### config.mk
export PLATFORM = sky130hd
export DESIGN_NAME = tone_freq_meter
export DESIGN_NICKNAME = d
export VERILOG_FILES = /design/src/rtl/tone_freq_meter.sv
export SDC_FILE = /design/constraint.sdc
export NUM_CORES = 1
export LEC_CHECK = 0
export CAP_MARGIN = 20
export CELL_PAD_IN_SITES_DETAIL_PLACEMENT = 1
export CELL_PAD_IN_SITES_GLOBAL_PLACEMENT = 1
export CORE_MARGIN = 1
export CORE_UTILIZATION = 44
export DETAILED_ROUTE_END_ITERATION = 7
export GPL_ROUTABILITY_DRIVEN = 0
export PLACE_DENSITY = 0.91
export REMOVE_ABC_BUFFERS = 1
export SLEW_MARGIN = 20
export SYNTH_ARGS = -nofsm -noshare
export SYNTH_HDL_FRONTEND = slang
export SYNTH_SLANG_ARGS = --single-unit
export TNS_END_PERCENT = 1
### constraint.sdc
create_clock -name clk -period 5.3 [get_ports clk]
set_clock_uncertainty 0.15 [all_clocks]
set_input_delay 1.06 -clock clk [delete_from_list [all_inputs] [get_ports clk]]
set_output_delay 1.06 -clock clk [all_outputs]
set_load 0.05 [all_outputs]
### src/rtl/tone_freq_meter.sv
// Tone PWM meter: gated edge count gives frequency; rise-to-rise timing gives period and high time.
// Input is synchronized with two flops; silence is declared after TIMEOUT_CYCLES without a rise.
module tone_freq_meter #(
  parameter int unsigned CLK_HZ         = 100_000_000,
  parameter int unsigned GATE_DIV       = 8,
  parameter int unsigned TIMEOUT_CYCLES = 2_000_000,
  parameter int unsigned CNT_W          = 32
) (
  input  logic             clk,
  input  logic             reset,
  input  logic             pwm_in,
  output logic [CNT_W-1:0] freq_hz,
  output logic             freq_valid,
  output logic [CNT_W-1:0] period_cycles,
  output logic [CNT_W-1:0] high_cycles,
  output logic             per_valid,
  output logic             silent
);

  localparam int unsigned      GATE_CYCLES = CLK_HZ / GATE_DIV;
  localparam logic [CNT_W-1:0] GateLast    = CNT_W'(GATE_CYCLES - 1);
  localparam logic [CNT_W-1:0] GateMul     = CNT_W'(GATE_DIV);
  localparam logic [CNT_W-1:0] Timeout     = CNT_W'(TIMEOUT_CYCLES);
  localparam logic [CNT_W-1:0] One         = CNT_W'(1);
  localparam logic [CNT_W-1:0] CntMax      = '1;

  logic s1_q, s2_q, prev_q;
  logic rise, fall, gate_tc;
  logic [CNT_W-1:0] gate_cnt_q, gate_cnt_d;
  logic [CNT_W-1:0] edge_cnt_q, edge_cnt_d;
  logic [CNT_W-1:0] freq_q, freq_d;
  logic             freq_valid_q, freq_valid_d;
  logic [CNT_W-1:0] since_rise_q, since_rise_d;
  logic [CNT_W-1:0] high_run_q, high_run_d;
  logic [CNT_W-1:0] high_lat_q, high_lat_d;
  logic [CNT_W-1:0] period_q, period_d;
  logic [CNT_W-1:0] high_q, high_d;
  logic             per_valid_q, per_valid_d;
  logic             silent_q, silent_d;
  logic             armed_q, armed_d;

  always_comb begin
    rise    = s2_q & ~prev_q;
    fall    = ~s2_q & prev_q;
    gate_tc = (gate_cnt_q == GateLast);

    gate_cnt_d   = gate_tc ? '0 : gate_cnt_q + One;
    edge_cnt_d   = edge_cnt_q;
    freq_d       = freq_q;
    freq_valid_d = 1'b0;
    if (gate_tc) begin
      // A rise in the terminal cycle belongs to the closing gate.
      freq_d       = (edge_cnt_q + CNT_W'(rise)) * GateMul;
      freq_valid_d = 1'b1;
      edge_cnt_d   = '0;
    end else if (rise && edge_cnt_q != CntMax) begin
      edge_cnt_d = edge_cnt_q + One;
    end

    since_rise_d = since_rise_q;
    high_run_d   = high_run_q;
    if (rise) begin
      since_rise_d = One;
      high_run_d   = One;
    end else begin
      if (since_rise_q != CntMax) since_rise_d = since_rise_q + One;
      if (s2_q && high_run_q != CntMax) high_run_d = high_run_q + One;
    end
    high_lat_d = fall ? high_run_q : high_lat_q;

    period_d    = period_q;
    high_d      = high_q;
    per_valid_d = 1'b0;
    silent_d    = silent_q;
    armed_d     = armed_q;
    if (rise) begin
      if (armed_q) begin
        period_d    = since_rise_q;
        high_d      = high_lat_q;
        per_valid_d = 1'b1;
        silent_d    = 1'b0;
      end else begin
        armed_d = 1'b1;
      end
    end else if (armed_q && since_rise_q >= Timeout) begin
      silent_d = 1'b1;
      period_d = '0;
      high_d   = '0;
      armed_d  = 1'b0;
    end
  end

  always_ff @(posedge clk) begin
    if (reset) begin
      s1_q         <= 1'b0;
      s2_q         <= 1'b0;
      prev_q       <= 1'b0;
      gate_cnt_q   <= '0;
      edge_cnt_q   <= '0;
      freq_q       <= '0;
      freq_valid_q <= 1'b0;
      since_rise_q <= '0;
      high_run_q   <= '0;
      high_lat_q   <= '0;
      period_q     <= '0;
      high_q       <= '0;
      per_valid_q  <= 1'b0;
      silent_q     <= 1'b1;
      armed_q      <= 1'b0;
    end else begin
      s1_q         <= pwm_in;
      s2_q         <= s1_q;
      prev_q       <= s2_q;
      gate_cnt_q   <= gate_cnt_d;
      edge_cnt_q   <= edge_cnt_d;
      freq_q       <= freq_d;
      freq_valid_q <= freq_valid_d;
      since_rise_q <= since_rise_d;
      high_run_q   <= high_run_d;
      high_lat_q   <= high_lat_d;
      period_q     <= period_d;
      high_q       <= high_d;
      per_valid_q  <= per_valid_d;
      silent_q     <= silent_d;
      armed_q      <= armed_d;
    end
  end

  assign freq_hz       = freq_q;
  assign freq_valid    = freq_valid_q;
  assign period_cycles = period_q;
  assign high_cycles   = high_q;
  assign per_valid     = per_valid_q;
  assign silent        = silent_q;

endmodule
==> results.sh, run 1 <==
export IMPL_cts_setup_buffers=0
export IMPL_diodes=0
export IMPL_fp_dieW_um=164
export IMPL_cts_buffers=28
export IMPL_relSlewSlack_pct=34.5
export IMPL_ctsHoldBuffers=0
export IMPL_timing_final_setup_violations=0
export IMPL_start_util_pct=45.2
export IMPL_cts_resized=0
export IMPL_setup_tns_final_ps=0
export IMPL_row_count=58
export IMPL_portBuffers=98
export IMPL_first_iter_violations=765
export IMPL_cp_start_kind="flip-flop"
export IMPL_ir_worst_vdd_mv=0.224
export IMPL_cp_startpoint="s2_q"
export IMPL_grt_pass1_vias=10800
export IMPL_tightestPinTransition_ps=982
export IMPL_insertion_delay_ps=560
export IMPL_grt_max_degree=62
export IMPL_place_inst=1658
export IMPL_drc=0
export IMPL_clk_path_buf_depth=3
export IMPL_dp_hpwl_um=21500
export IMPL_rsz0062_at_grt="false"
export IMPL_hold_violations=0
export IMPL_post_route_period_util_pct=60.8
export IMPL_synthTopCellsByCount="260 x dfxtp_1, 176 x nand2_1, 89 x nor2_1"
export IMPL_regToRegSetupSlack_ps=2080
export IMPL_criticalPathCategory="reg2reg"
export IMPL_wl_um=34600
export IMPL_drv_slew=0
export IMPL_yosysSeqAreaShare_pct=45.3
export IMPL_synth_top_cell_by_area="dfxtp_1"
export IMPL_powerDensity_mw_per_mm2=301
export IMPL_wl_per_cell_um=20.2
export IMPL_yosysTopAreaCellShare_pct=45.3
export IMPL_drive_above_1_share_pct=6.82
export IMPL_core_area_sq_mm=0.0254
export IMPL_hp_class="reg2reg"
export IMPL_die_height_um=164
export IMPL_layout_setup_ws_ps=2080
export IMPL_grt_pass1_wl_um=56100
export IMPL_async_reset_ff_share_pct=0
export IMPL_fp_dieArea_sq_mm=0.0268
export IMPL_drt_pass1_iterations=5
export IMPL_status="completed"
export IMPL_yosysMostFrequentCell="dfxtp_1"
export IMPL_yosys_cell_types_count=71
export IMPL_via_per_inst=6.12
export IMPL_hp_start="freq_hz[16]"
export IMPL_synthFlopType="dfxtp_1"
export IMPL_grt_usage_pct=25.6
export IMPL_drtAntennaViolNets=0
export IMPL_overflow=0
export IMPL_worstSetupEndpointType="flip-flop"
export IMPL_ys_warn_count=0
export IMPL_fill_cells=2940
export IMPL_cp_max_fo=13
export IMPL_synth_edf_count=0
export IMPL_vias=10500
export IMPL_finalNonFillerCells=1709
export IMPL_clock_root_buffer="clkbuf_16"
export IMPL_r2r_end="freq_hz[30]"
export IMPL_nNetsFinal=1368
export IMPL_fmax_ghz=0.310
export IMPL_min_period_ps=3220
export IMPL_clk_pin_slew_ps=60
export IMPL_critPathCapture="freq_hz[30]"
export IMPL_ys_ff_latch=260
export IMPL_rr_startpoint="s2_q"
export IMPL_antenna_found_initial=0
export IMPL_cp_arrival_ps=3470
export IMPL_syn_area_sq_mm=0.0115
export IMPL_ios=102
export IMPL_reg2reg_depth=8
export IMPL_p_leak_uw=0.00446
export IMPL_required_ps=5550
export IMPL_clock_sinks=260
export IMPL_cts_htree_levels=1
export IMPL_cts_tree="done"
export IMPL_syn_avg_cell_area_sq_um=8.78
export IMPL_syn_inst=1308
export IMPL_yosys_top_cells_area="dfxtp_1 45%, nand2_1 5.8%, a22o_1 4.9%, a21oi_1 3.7%, xor2_1 3.4%"
export IMPL_drv_cap=0
export IMPL_pre_cts_ws_ps=2180
export IMPL_area_growth_pct=17.1
## power by group
part           leakage [uW]  internal, uW  switching, uW
registers           0.00210          1960           10.0
logic               0.00193          17.5           66.7
clock network      0.000440          1150            839
## layout by cell type (no fill, tap or decap), types with 9 or more instances in the layout
cell type,n
clkbuf_16,28
or3_1,30
a21oi_1,83
xor2_1,45
nand4_1,54
a31oi_1,12
inv_1,26
a22o_1,64
a211oi_1,10
nor3_1,13
nand2_1,175
and3_1,22
dfxtp_1,260
xnor2_1,34
o21ai_0,55
clkdlybuf4s50_1,97
buf_4,9
and2_1,11
and4_1,12
o211ai_1,11
o31ai_1,17
nor4_1,23
or4_1,31
nand3_1,46
nor2_1,88
## logic make-up (layout without fill, tap and decap cells)
group	after synthesis	count (layout)	synth area share, %
compound gates	283	283	16.5
xor+xnor	79	79	6.02
fa+ha+maj	7	7	0.763
buf+inv	115	184	4.77
flops	260	260	45.3
mux	4	4	0.349
other cells	1	3	0.0327
simple gates	559	559	26.2
## flip-flops by register name (all words and copies together), names as in the netlist
register       flops
since_rise_q      32
high_lat_q        32
freq_valid         1
high_cycles       32
freq_hz           29
prev_q             1
silent             1
edge_cnt_q        32
s1_q               1
gate_cnt_q        32
per_valid          1
armed_q            1
s2_q               1
period_cycles     32
high_run_q        32
## cell type report
type | instances | area, sq um | share of cell area (%)
multi-input cells | 935 | 5760 | 42.9
flip-flops and latches | 260 | 5200 | 38.7
repair buffers | 107 | 1040 | 7.76
clock buffers | 36 | 751 | 5.58
well taps | 330 | 413 | 3.07
clock inverters | 15 | 178 | 1.32
inverters | 26 | 97.6 | 0.726
## stage by stage
| step | area, sq um | hold WS [ps] | power [uW] | util [%] |
|---|---|---|---|---|
| after floorplan | 11000 | 264 | 2060 | - |
| after global placement | 12500 | 272 | 2090 | 49.3 |
| after detailed placement | 12500 | 293 | 2100 | 49.3 |
| after CTS | 13400 | 307 | 4060 | 52.9 |
| after global routing | 13500 | 328 | 4150 | 53.0 |
| final | 13500 | 301 | 4040 | 53.0 |
## worst max-delay path, cell delays in order, from the launching register on
cell	delay [ps]
dfxtp_1	600
nand2b_1	280
inv_1	320
ha_1	250
nand3_1	210
nor3_1	770
nand4_1	210
xor2_1	190
o21ai_0	90
## metal layers
layer	wire length, um	global-route usage, %
met4	981	9.64
met5	0	0
met1	14700	32.0
met2	17300	44.7
met3	1540	3.40
## worst min-delay path by stage
stage               slack [ps]  depth (start not counted)          end
floorplan                  260                          1         s2_q
global placement           270                          1         s2_q
finish                     300                          2  freq_hz[16]
CTS                        310                          2  freq_hz[16]
global route               330                          1         s2_q
detailed placement         290                          2  freq_hz[16]
(Power assumes the default switching activity.)
==> run 2, diff against run 1 <==
--- a/config.mk
+++ b/config.mk
@@ -9,10 +9,10 @@
 export CELL_PAD_IN_SITES_DETAIL_PLACEMENT = 1
 export CELL_PAD_IN_SITES_GLOBAL_PLACEMENT = 1
 export CORE_MARGIN = 1
-export CORE_UTILIZATION = 44
+export CORE_UTILIZATION = 40
 export DETAILED_ROUTE_END_ITERATION = 7
 export GPL_ROUTABILITY_DRIVEN = 0
-export PLACE_DENSITY = 0.91
+export PLACE_DENSITY = 0.87
 export REMOVE_ABC_BUFFERS = 1
 export SLEW_MARGIN = 20
 export SYNTH_ARGS = -nofsm -noshare
==> constraint.sdc (replaced) <==
create_clock -name clk -period 2.7 [get_ports clk]
set_clock_uncertainty 0.15 [all_clocks]
set_input_delay 0.54 -clock clk [delete_from_list [all_inputs] [get_ports clk]]
set_output_delay 0.54 -clock clk [all_outputs]
set_load 0.05 [all_outputs]
==> run 2 against run 1 <==
Effect of this change: die area is 9.9% higher; count of clock-buffer cells in the layout is 2 higher; global-route usage is 2.8 points lower; final cell count is 4.6% higher; flip-flop and latch count stayed put; highest routed layer unchanged.
==> results.sh, run 2 (synthesized netlist as in run 1, its figures left out) <==
export IMPL_hold_violations=0
export IMPL_ctsHoldBuffers=0
export IMPL_fp_dieW_um=171
export IMPL_crit_path_max_incr_delay_ps=830
export IMPL_grt_max_degree=40
export IMPL_criticalPathCategory="reg2out"
export IMPL_cts_tree="done"
export IMPL_layout_commonest_cell="dfxtp_1"
export IMPL_rr_startpoint="gate_cnt_q[0]"
export IMPL_timing_final_setup_violations=0
export IMPL_clk_pin_slew_ps=60
export IMPL_post_route_period_util_pct=90.9
export IMPL_slowest_stage="clkdlybuf4s50_1"
export IMPL_clock_root_buffer="clkbuf_16"
export IMPL_drt_pass1_iterations=5
export IMPL_tightestPinTransition_ps=743
export IMPL_min_period_ps=2450
export IMPL_grt_usage_pct=22.8
export IMPL_cp_startpoint="high_cycles[3]"
export IMPL_critPathTopFamily="buffers and inverters"
export IMPL_via_per_inst=5.86
export IMPL_cp_start_kind="flip-flop"
export IMPL_cts_htree_levels=1
export IMPL_power_uw=7830
export IMPL_row_count=61
export IMPL_path_buf_inv=1
export IMPL_cp_arrival_ps=1760
export IMPL_drtAntennaViolNets=0
export IMPL_antenna_found_initial=0
export IMPL_clk_path_buf_depth=3
export IMPL_hp_start="reset"
export IMPL_cts_buffers=27
export IMPL_overflow=0
export IMPL_dp_hpwl_um=23200
export IMPL_first_iter_violations=538
export IMPL_start_util_pct=41.0
export IMPL_insertion_delay_ps=540
export IMPL_die_height_um=171
export IMPL_final_cell_mix="260 x dfxtp_1, 176 x nand2_1, 97 x clkdlybuf4s50_1"
export IMPL_drive_above_1_share_pct=8.73
export IMPL_fmax_ghz=0.407
export IMPL_relSlewSlack_pct=50.3
export IMPL_clock_sinks=260
export IMPL_cp_max_fo=2
export IMPL_portBuffers=98
export IMPL_ios=102
export IMPL_wl_per_cell_um=18.7
export IMPL_drc=0
export IMPL_powerDensity_mw_per_mm2=568
export IMPL_core_area_sq_mm=0.0280
export IMPL_required_ps=2010
export IMPL_worstSetupEndpointType="output pin"
export IMPL_p_leak_uw=0.00465
export IMPL_wl_um=33400
export IMPL_hold_slack_ps=276
export IMPL_drv_slew=0
export IMPL_cts_setup_buffers=0
export IMPL_area_growth_pct=20.0
export IMPL_rsz0062_at_grt="false"
export IMPL_vias=10500
export IMPL_cts_resized=0
export IMPL_fp_dieArea_sq_mm=0.0294
export IMPL_nNetsFinal=1399
export IMPL_ir_worst_vdd_mv=0.527
export IMPL_crit_chain="clkdlybuf4s50_1"
export IMPL_grt_pass1_wl_um=54700
export IMPL_diodes=0
export IMPL_drv_cap=0
export IMPL_grt_pass1_vias=10600
export IMPL_hp_class="in2reg"
export IMPL_status="completed"
==> run 2: cell types whose count changed in the layout (fill, tap and decap cells not counted), moves of 2 or more <==
| cell | change |
|---|---|
| clkinvlp_4 | -4 |
| buf_12 | +4 |
| clkbuf_1 | -2 |
| buf_4 | +28 |
| clkbuf_8 | +5 |
| clkinv_2 | +2 |
==> run 2: final cells by class <==
class | count | area [sq um]
fillers | 3267 | 14200
clock buffers | 38 | 787
multi-input cells | 935 | 5760
repair buffers | 139 | 1330
inverters | 26 | 97.6
well taps | 378 | 473
flip-flops and latches | 260 | 5200
clock inverters | 11 | 123
==> run 2: metal layers <==
layer | share of wire [%] | GRT usage [%] | wire [um]
met1 | 45 | 29.6 | 14900
met2 | 49 | 39.0 | 16300
met3 | 4.2 | 2.78 | 1400
met4 | 2.4 | 7.88 | 811
met5 | 0 | 0 | 0
==> run 2: report_power, final <==
part           internal (uW)  switching (uW)
Combinational           49.2             142
Clock                   2230            1550
Sequential              3850            17.2
Total                   6120            1710
==> run 2: worst paths after layout <==
| check | slack (ps) | to | cells past startpoint |
|---|---|---|---|
| min | 280 | armed_q | 2 |
| max | 250 | high_cycles[3] | 1 |
| min reg2reg | 300 | freq_hz[19] | 2 |
| max reg2reg | 250 | edge_cnt_q[29] | 7 |
==> run 2: metrics by stage <==
| stage | setup WS, ps | cells | util, % | instance area [sq um] | setup TNS [ps] |
|---|---|---|---|---|---|
| after floorplan | -1060 | 1221 | - | 11000 | -66500 |
| after global placement | 363 | 1738 | 46.0 | 12900 | 0 |
| after detailed placement | 289 | 1738 | 46.0 | 12900 | 0 |
| after CTS | 224 | 1787 | 49.2 | 13800 | 0 |
| after global routing | 53.1 | 1787 | 49.2 | 13800 | 0 |
| final | 245 | 1787 | 49.2 | 13800 | 0 |
